$ cat config.mk
export PLATFORM = sky130hd
export DESIGN_NAME = sw_handshake_port
export DESIGN_NICKNAME = d
export VERILOG_FILES = /design/src/rtl/picomips_pkg.sv /design/src/rtl/sw_debounce.sv /design/src/rtl/sw_handshake_port.sv
export SDC_FILE = /design/constraint.sdc
export NUM_CORES = 1
export LEC_CHECK = 0
export CAP_MARGIN = 5
export CORE_UTILIZATION = 50
export DETAILED_ROUTE_END_ITERATION = 7
export PLACE_DENSITY = 0.8
export SLEW_MARGIN = 15
export SYNTH_ARGS = -nofsm -noshare
export SYNTH_HDL_FRONTEND = slang
export SYNTH_SLANG_ARGS = --single-unit
$ cat constraint.sdc
create_clock -name i_clk -period 2.9 [get_ports i_clk]
set_clock_uncertainty 0.2 [all_clocks]
set_input_delay 0.58 -clock i_clk [delete_from_list [all_inputs] [get_ports i_clk]]
set_output_delay 0.58 -clock i_clk [all_outputs]
set_load 0.02 [all_outputs]
$ cat src/rtl/picomips_pkg.sv
// Shared types for the picoMIPS switch input path: handshake FSM states and default word width.
package picomips_pkg;

  localparam int DATA_W_DEFAULT = 8;

  typedef enum logic [1:0] {
    IDLE    = 2'd0,
    HOLD    = 2'd1,
    RELEASE = 2'd2
  } state_e;

endpackage

$ cat src/rtl/sw_debounce.sv
// One-bit synchroniser plus debouncer; the accepted level follows the pin after
// SYNC_STAGES+DEBOUNCE_CYCLES cycles, with no backpressure (free-running).
module sw_debounce #(
  parameter int SYNC_STAGES     = 2,
  parameter int DEBOUNCE_CYCLES = 4
) (
  input  logic i_clk,
  input  logic i_reset_n,
  input  logic i_raw,
  output logic o_rise,
  output logic o_level_nxt
);

  localparam int              CNT_W    = (DEBOUNCE_CYCLES > 1) ? $clog2(DEBOUNCE_CYCLES) : 1;
  localparam logic [CNT_W-1:0] CNT_LAST = CNT_W'(DEBOUNCE_CYCLES - 1);

  logic [SYNC_STAGES-1:0] r_sync;
  logic                   r_level;
  logic [CNT_W-1:0]       r_cnt;
  logic                   w_synced;
  logic                   w_differ;
  logic                   w_toggle;

  assign w_synced = r_sync[SYNC_STAGES-1];
  assign w_differ = w_synced ^ r_level;
  assign w_toggle = w_differ && (r_cnt == CNT_LAST);

  // Pulses are valid in the cycle before the edge that flips r_level, so the
  // consumer can act on the same edge the debounced level changes.
  assign o_rise      = w_toggle && w_synced;
  assign o_level_nxt = r_level ^ w_toggle;

  always_ff @(posedge i_clk or negedge i_reset_n) begin
    if (!i_reset_n) begin
      r_sync  <= '0;
      r_level <= 1'b0;
      r_cnt   <= '0;
    end else begin
      r_sync <= {r_sync[SYNC_STAGES-2:0], i_raw};
      if (w_toggle) begin
        r_level <= ~r_level;
      end
      // The count stops at CNT_LAST because reaching it always toggles and clears.
      if (!w_differ || w_toggle) begin
        r_cnt <= '0;
      end else begin
        r_cnt <= r_cnt + 1'b1;
      end
    end
  end

endmodule

$ cat src/rtl/sw_handshake_port.sv
// Switch data-in port: captures sw_data on a debounced strobe press and holds it with valid/ack.
// Capture lands SYNC_STAGES+DEBOUNCE_CYCLES cycles after the press; the word is held until cpu_ack.
module sw_handshake_port
  import picomips_pkg::*;
#(
  parameter int DATA_W          = DATA_W_DEFAULT,
  parameter int SYNC_STAGES     = 2,
  parameter int DEBOUNCE_CYCLES = 4
) (
  input  logic              i_clk,
  input  logic              i_reset_n,
  input  logic [DATA_W-1:0] i_sw_data,
  input  logic              i_sw_strobe,
  input  logic              i_cpu_ack,
  output logic [DATA_W-1:0] o_data_out,
  output logic              o_data_valid,
  output logic              o_busy,
  output logic              o_ack_err
);

  logic [DATA_W-1:0] r_data_sync [SYNC_STAGES];
  state_e            r_state;
  logic [DATA_W-1:0] r_data_out;
  logic              r_data_valid;
  logic              r_busy;
  logic              r_ack_err;
  logic              r_ack_run;

  state_e            w_state_nxt;
  logic              w_strb_rise;
  logic              w_strb_lvl_nxt;
  logic              w_capture;
  logic              w_consume;

  sw_debounce #(
    .SYNC_STAGES     (SYNC_STAGES),
    .DEBOUNCE_CYCLES (DEBOUNCE_CYCLES)
  ) u_strb_db (
    .i_clk       (i_clk),
    .i_reset_n   (i_reset_n),
    .i_raw       (i_sw_strobe),
    .o_rise      (w_strb_rise),
    .o_level_nxt (w_strb_lvl_nxt)
  );

  always_ff @(posedge i_clk or negedge i_reset_n) begin
    if (!i_reset_n) begin
      for (int i = 0; i < SYNC_STAGES; i++) begin
        r_data_sync[i] <= '0;
      end
    end else begin
      r_data_sync[0] <= i_sw_data;
      for (int i = 1; i < SYNC_STAGES; i++) begin
        r_data_sync[i] <= r_data_sync[i-1];
      end
    end
  end

  // Strobe decisions use the post-edge debounced level so an ack coinciding
  // with a strobe fall goes straight back to IDLE.
  always_comb begin
    w_state_nxt = r_state;
    w_capture   = 1'b0;
    w_consume   = 1'b0;
    case (r_state)
      IDLE: begin
        if (w_strb_rise) begin
          w_capture   = 1'b1;
          w_state_nxt = HOLD;
        end
      end
      HOLD: begin
        if (i_cpu_ack) begin
          w_consume   = 1'b1;
          w_state_nxt = w_strb_lvl_nxt ? RELEASE : IDLE;
        end
      end
      RELEASE: begin
        if (!w_strb_lvl_nxt) begin
          w_state_nxt = IDLE;
        end
      end
      default: w_state_nxt = IDLE;
    endcase
  end

  always_ff @(posedge i_clk or negedge i_reset_n) begin
    if (!i_reset_n) begin
      r_state      <= IDLE;
      r_data_out   <= '0;
      r_data_valid <= 1'b0;
      r_busy       <= 1'b0;
      r_ack_err    <= 1'b0;
      r_ack_run    <= 1'b0;
    end else begin
      r_state <= w_state_nxt;
      r_busy  <= (w_state_nxt != IDLE);
      if (w_capture) begin
        r_data_out   <= r_data_sync[SYNC_STAGES-1];
        r_data_valid <= 1'b1;
      end else if (w_consume) begin
        r_data_valid <= 1'b0;
      end
      // A held-high ack that already consumed a word is not an error on later cycles.
      r_ack_run <= i_cpu_ack && (w_consume || r_ack_run);
      if (i_cpu_ack && !r_data_valid && !r_ack_run) begin
        r_ack_err <= 1'b1;
      end
    end
  end

  assign o_data_out   = r_data_out;
  assign o_data_valid = r_data_valid;
  assign o_busy       = r_busy;
  assign o_ack_err    = r_ack_err;

endmodule

# Word-level counts from Yosys, hierarchy flattened
# Cells that the tools add are included.
dict set report classes {
  n_addsub 1
  eq_ne 3
  n_mux 12
  n_bitwise 3
  reduce_logical 13
}
# operator n
set ops {}
lappend ops {{2-bit two-way mux} 5}
lappend ops {{1-bit two-way mux} 6}
lappend ops {{2-bit one-hot mux with 3 select lines} 1}
lappend ops {{1-bit logical AND} 5}
lappend ops {{2-bit == test, second input constant} 2}
lappend ops {{2-bit nonzero test} 2}
lappend ops {{1-bit zero test} 3}
lappend ops {{2-bit by 1-bit adder with 2-bit output, second input constant} 1}
lappend ops {{2-bit by 1-bit == test with 1-bit output, second input constant} 1}
lappend ops {{2-bit zero test} 1}
lappend ops {{1-bit logical OR} 2}
lappend ops {{1-bit XOR} 2}
lappend ops {{1-bit NOT} 1}
dict set report word_totals {
  regBits 35
  out_inout_bits 11
}

# Depth between registers and ports, before layout
dict set report logic_depth {
  depth_word 7
  ltp_mapped 5
}

# Cells and area by module
# From an unflattened synthesis, not the netlist that was laid out.
dict set report unflattened {
  hier_cells 73
  area_unflattened_um2 1164.9
}
# mod n_inst cells_each area_per_inst_um2 seq_area_each_um2
set by_module_without_submodules {}
lappend by_module_without_submodules {sw_handshake_port 1 59 979.7 750.7}
lappend by_module_without_submodules {sw_debounce 1 14 185.2 125.1}

# Worst setup path after synthesis
# No wires, ideal clock.
dict set report synth_path {
  path_type {register to register}
  from {reg u_strb_db.r_cnt[0]}
  to {reg r_data_out[1], in the netlist o_data_out[1]}
  setup_time_ns 0.125
  arrival_ns 1.291
  required_time_ns 2.575
  slack_ns 1.284
  path_stages_with_launch 6
  period_less_slack_ns 1.616
  cell_sequence {dfrtp_1 ha_1 nor4b_2 nand2_1 buf_6 mux2_4}
}
dict set report synth_via {
  elab_chain_cells 5
}
# item line
set synth_rtl {}
lappend synth_rtl {{start, declared} sw_debounce.sv:19} ;# logic [CNT_W-1:0] r_cnt;
lappend synth_rtl {{start signal, assigned} sw_debounce.sv:47} ;# r_cnt <= r_cnt + 1'b1;
lappend synth_rtl {{2-bit == test} sw_debounce.sv:26} ;# assign w_toggle = w_differ && (r_cnt == CNT_LAST);
lappend synth_rtl {{1-bit logical AND} sw_debounce.sv:26}
lappend synth_rtl {{1-bit logical AND} sw_debounce.sv:30} ;# assign o_rise = w_toggle && w_synced;
lappend synth_rtl {{1-bit two-way mux} sw_handshake_port.sv:67} ;# if (w_strb_rise) begin
lappend synth_rtl {{1-bit two-way mux} sw_handshake_port.sv:65} ;# case (r_state)
lappend synth_rtl {{end signal, assigned} sw_handshake_port.sv:99} ;# r_data_out <= r_data_sync[SYNC_STAGES-1];
lappend synth_rtl {{end, declared} sw_handshake_port.sv:23} ;# logic [DATA_W-1:0] r_data_out;
# Every way passes these cells.
# A chain may end at the register's enable or synchronous reset.

# Final worst setup path
dict set report layout_path {
  from {reg r_data_valid, in the netlist o_data_valid}
  to {out o_data_valid}
}
# item line
set layout_rtl {}
lappend layout_rtl {{start, declared} sw_handshake_port.sv:24} ;# logic r_data_valid;
lappend layout_rtl {{start signal, assigned} sw_handshake_port.sv:91} ;# r_data_valid <= 1'b0;
lappend layout_rtl {{start signal, assigned} sw_handshake_port.sv:100} ;# r_data_valid <= 1'b1;
lappend layout_rtl {{start signal, assigned} sw_handshake_port.sv:102} ;# r_data_valid <= 1'b0;
lappend layout_rtl {{end, declared} sw_handshake_port.sv:16} ;# output logic o_data_valid,
# No word-level cell between the ends.

==> summary by stage <==
Outcome
The flow ran to the end, and the final reports show no timing, DRC or antenna violations.

GRT
The aggregate global-route resource usage is 15.6%. The via count of the first global-routing pass came to 586. The overall overflow remaining after global route is 0. The largest net degree at the start of global routing is 36. The number of antenna violations at the first check in global routing came to 0. The global-route wire length before repair is 2560 um.

Route
The remaining antenna violation count after routing is 0. For this run, design rule violations remaining after detail routing come to 0. The post-detailed-routing wire length is 1550 um. In the final routed layout, each cell accounts on average for 12.7 um. The first detailed-routing pass ran for 2 iterations. The detailed router's first-iteration violation count is 1.

In the routed layout, each cell is associated on average with a via count of 4.76. Summing over every cut layer, the via total after detailed routing is 581.

Final layout
The filler cell count in the final layout is 136. The number of antenna cells inserted is 0. Measured on the finished design, the core utilization comes to 70.4%. Cells with a size suffix above 1 make up 18.9% of the layout. The multi-input combinational cells in the finished layout cover a total of 250 um2. The net total in the final layout is 107.

The area occupied by registers is 876 um2. The signed area change from the synthesized netlist to the final layout is 26.9%. The finished layout holds 122 standard cells, fillers aside.

Setup path
The worst register-to-register path ends at o_data_out[0]. The length in cells of the worst reg-to-reg path is 4. The cell family contributing the most delay on the critical path is buffers and inverters.

STA puts the critical path data arrival time at 1350 ps. Of all nets on the critical path, the largest fanout is 3. The number of buffers and inverters on the critical path is 1. The required time at the endpoint of the critical path is 2120 ps. In this run the number of cells on the critical path is 1. The largest individual stage delay along the critical path comes from the cell clkdlybuf4s50_1. The capturing instance or port of the critical path is o_data_valid. The critical path is of the register to output pin type. The worst reg-to-reg setup slack is 940 ps. The launch point of the critical path is o_data_valid. The critical path launch point type is a register. STA classifies the critical path endpoint as an output pin.

The critical path's largest stage delay is 630 ps. Traced cell by cell, the critical path runs through clkdlybuf4s50_1. The startpoint identified for the worst register-to-register timing path is u_strb_db.r_cnt[0].

CTS
CTS saw 35 sinks. The clock passes through at most 2 buffers. TritonCTS built the clock tree.

The number of buffers inserted to repair setup after CTS is 0. The clock tree root buffer cell is clkbuf_4. At the later pin of the worst-skew pair, clock insertion delay measures 320 ps.

The post-cts repair resize count is 0. The number of hold buffers added after CTS was 0. The H-tree was split into 2 levels. Counting the buffers created by CTS gives 5.

After clock tree synthesis, the clock-pin slew on the worst setup and hold paths is 100 ps.

Yosys
The mean instance size in the synthesized netlist is 17.6 um2. Counting distinct cell types in the post-synthesis netlist gives 20. The area fraction in compound gates after synthesis is 3.50%. The sequential share of the synthesized area is 76.5%. By area, the combinational part of the netlist is dominated by multiplexers. The cell type with the highest aggregate area in the netlist is dfrtp_1. The share of cell area taken by muxes after synthesis is 11.0%. Synthesis handed over a netlist of 65 instances. After Yosys synthesis, and, or, nand and nor cells account for 5.46% of the synthesized area. During synthesis, Yosys emitted a total of 0 warnings. After synthesis the netlist holds a flip-flop and latch count of 35.

The post-synth net total is 78. After synthesis, the most frequently instantiated cells are 35 x dfrtp_1, 7 x mux2_4, 3 x nand2_1. The synthesized area is 0.00114 mm2. The async set-reset flop share out of synthesis is 100%. The synthesized netlist devotes 0.765% of its cell area to XOR and XNOR gates.

The leading register cell type out of synthesis is dfrtp_1. The area share of fa/ha/maj cells after synthesis is 1.09%. The number of synthesized flops with an enable pin is 0. Among all cell types in the netlist, the one instantiated most often is dfrtp_1. The area share of the largest cell type after synthesis is 76.5%.

Sorting the synthesized cells by area gives the leading types as dfrtp_1 77%, mux2_4 9.2%, a21o_1 1.3%.

Power and ir drop
The worst-case IR drop observed on VDD is 0.528 mV. The analysis attributes to cell leakage a power of 0.665 nW. The power per standard cell area is 873 mW/mm2.

Floorplan
For this configuration, the core starts out at a cell density of 55.5%. 23 I/O pins were placed. The area of the die is 0.00249 mm2. After floorplanning, the core was divided into 16 placement rows. The total core area is 0.00206 mm2. The die is 49.9 um tall. In this run the horizontal extent of the chip is 49.9 um.

STA
The setup TNS is 0 ps. The worst hold-check slack is 155 ps. The shortest clock period the worst path allows after layout is 2130 ps.

Setup repair after global routing left no endpoint under its margin. The maximum achievable frequency is 471 MHz. The final number of setup-violating endpoints is 0. Measured against its own limit, the worst slew margin works out to 62.3%. The final worst setup slack is 775 ps.

At the pin with the least slew margin, the transition time is 565 ps. The total count of max-transition violations in the final report is 0. The worst path uses 73.3% of the clock period. The final hold violation count came to 0.

Placed design
The congestion estimate from routability-driven global placement came to 0.734. The post-DP HPWL is 1100 um. The number of buffers inserted by port buffering is 22. The number of placed instances, taps included is 114. Prior to clock tree synthesis, the placed netlist has a worst setup slack of 973 ps.

Run
Max-cap violations in this run came to 0.

Worst hold path
The worst min-delay path startpoint is r_data_sync[13]. The path class of the tightest hold or removal check is register to register.
[power by group]
part	switching, W	internal [W]
sequential	0.0000569	0.000585
combinational	0.000164	0.000214
clock	0.000156	0.0000925
[cell families (layout without fill, tap and decap cells)]
kind of cell    after synthesis  count (layout)
flops                        35              35
simple gates                 10              10
mux                           9               9
compound gates                6               6
buf+inv                       3              33
fa+ha+maj                     1               1
xor+xnor                      1               1
[how the worst min path moves through the flow]
| stage | slack (ps) | cells after the start | endpoint |
|---|---|---|---|
| after floorplan | 80 | 0 | o_ack_err |
| after global placement | 130 | 0 | r_data_sync[7] |
| after detailed placement | 130 | 0 | r_data_sync[2] |
| after CTS | 160 | 0 | r_data_sync[5] |
| after global routing | 160 | 0 | r_data_sync[2] |
| final | 160 | 0 | r_data_sync[5] |
[sequential cells by signal (all words and copies together) (netlist names)]
| register | flops |
|---|---|
| o_data_out | 8 |
| u_strb_db.r_level | 1 |
| r_ack_run | 1 |
| r_state | 2 |
| o_data_valid | 1 |
| u_strb_db.r_sync | 2 |
| r_data_sync | 16 |
| u_strb_db.r_cnt | 2 |
| o_busy | 1 |
| o_ack_err | 1 |
[worst register-to-register path, stage by stage, from the launching register on]
cell,delay [ps]
dfrtp_1,400
ha_1,250
nor4b_2,170
nand2_1,430
mux2_2,400
[cell type report]
class,instances,share of cell area (%)
clock inverter,3,1.38
multi-input combinational,27,17.2
inverter,2,0.517
timing repair buffer,23,15.7
clock buffer,5,2.58
tap,27,2.33
sequential,35,60.3
[metal layers]
metal  part of all wire [%]  vias up  track usage [%]
met5                      0        -                0
met3                    5.7        4             7.41
met2                     47       17             21.2
met1                     45      284             19.1
li1                       -      276                -
met4                    2.2        0             11.4
[layout by cell type, fill, tap and decap left out, drive strengths merged, types with 2 or more instances in the layout]
master	instances
nand2b	2
a21o	2
dfrtp	35
nand2	3
clkbuf	5
inv	2
mux2	8
clkinvlp	2
clkdlybuf4s50	22
[through the flow]
stage	instance area (um2)	power, W
4_1_cts	1450	0.00129
2_1_floorplan	1140	0.000856
3_3_place_gp	1400	0.00102
3_5_place_dp	1400	0.00104
6_report	1450	0.00127
5_1_grt	1450	0.00134
(Power assumes the default switching activity.)
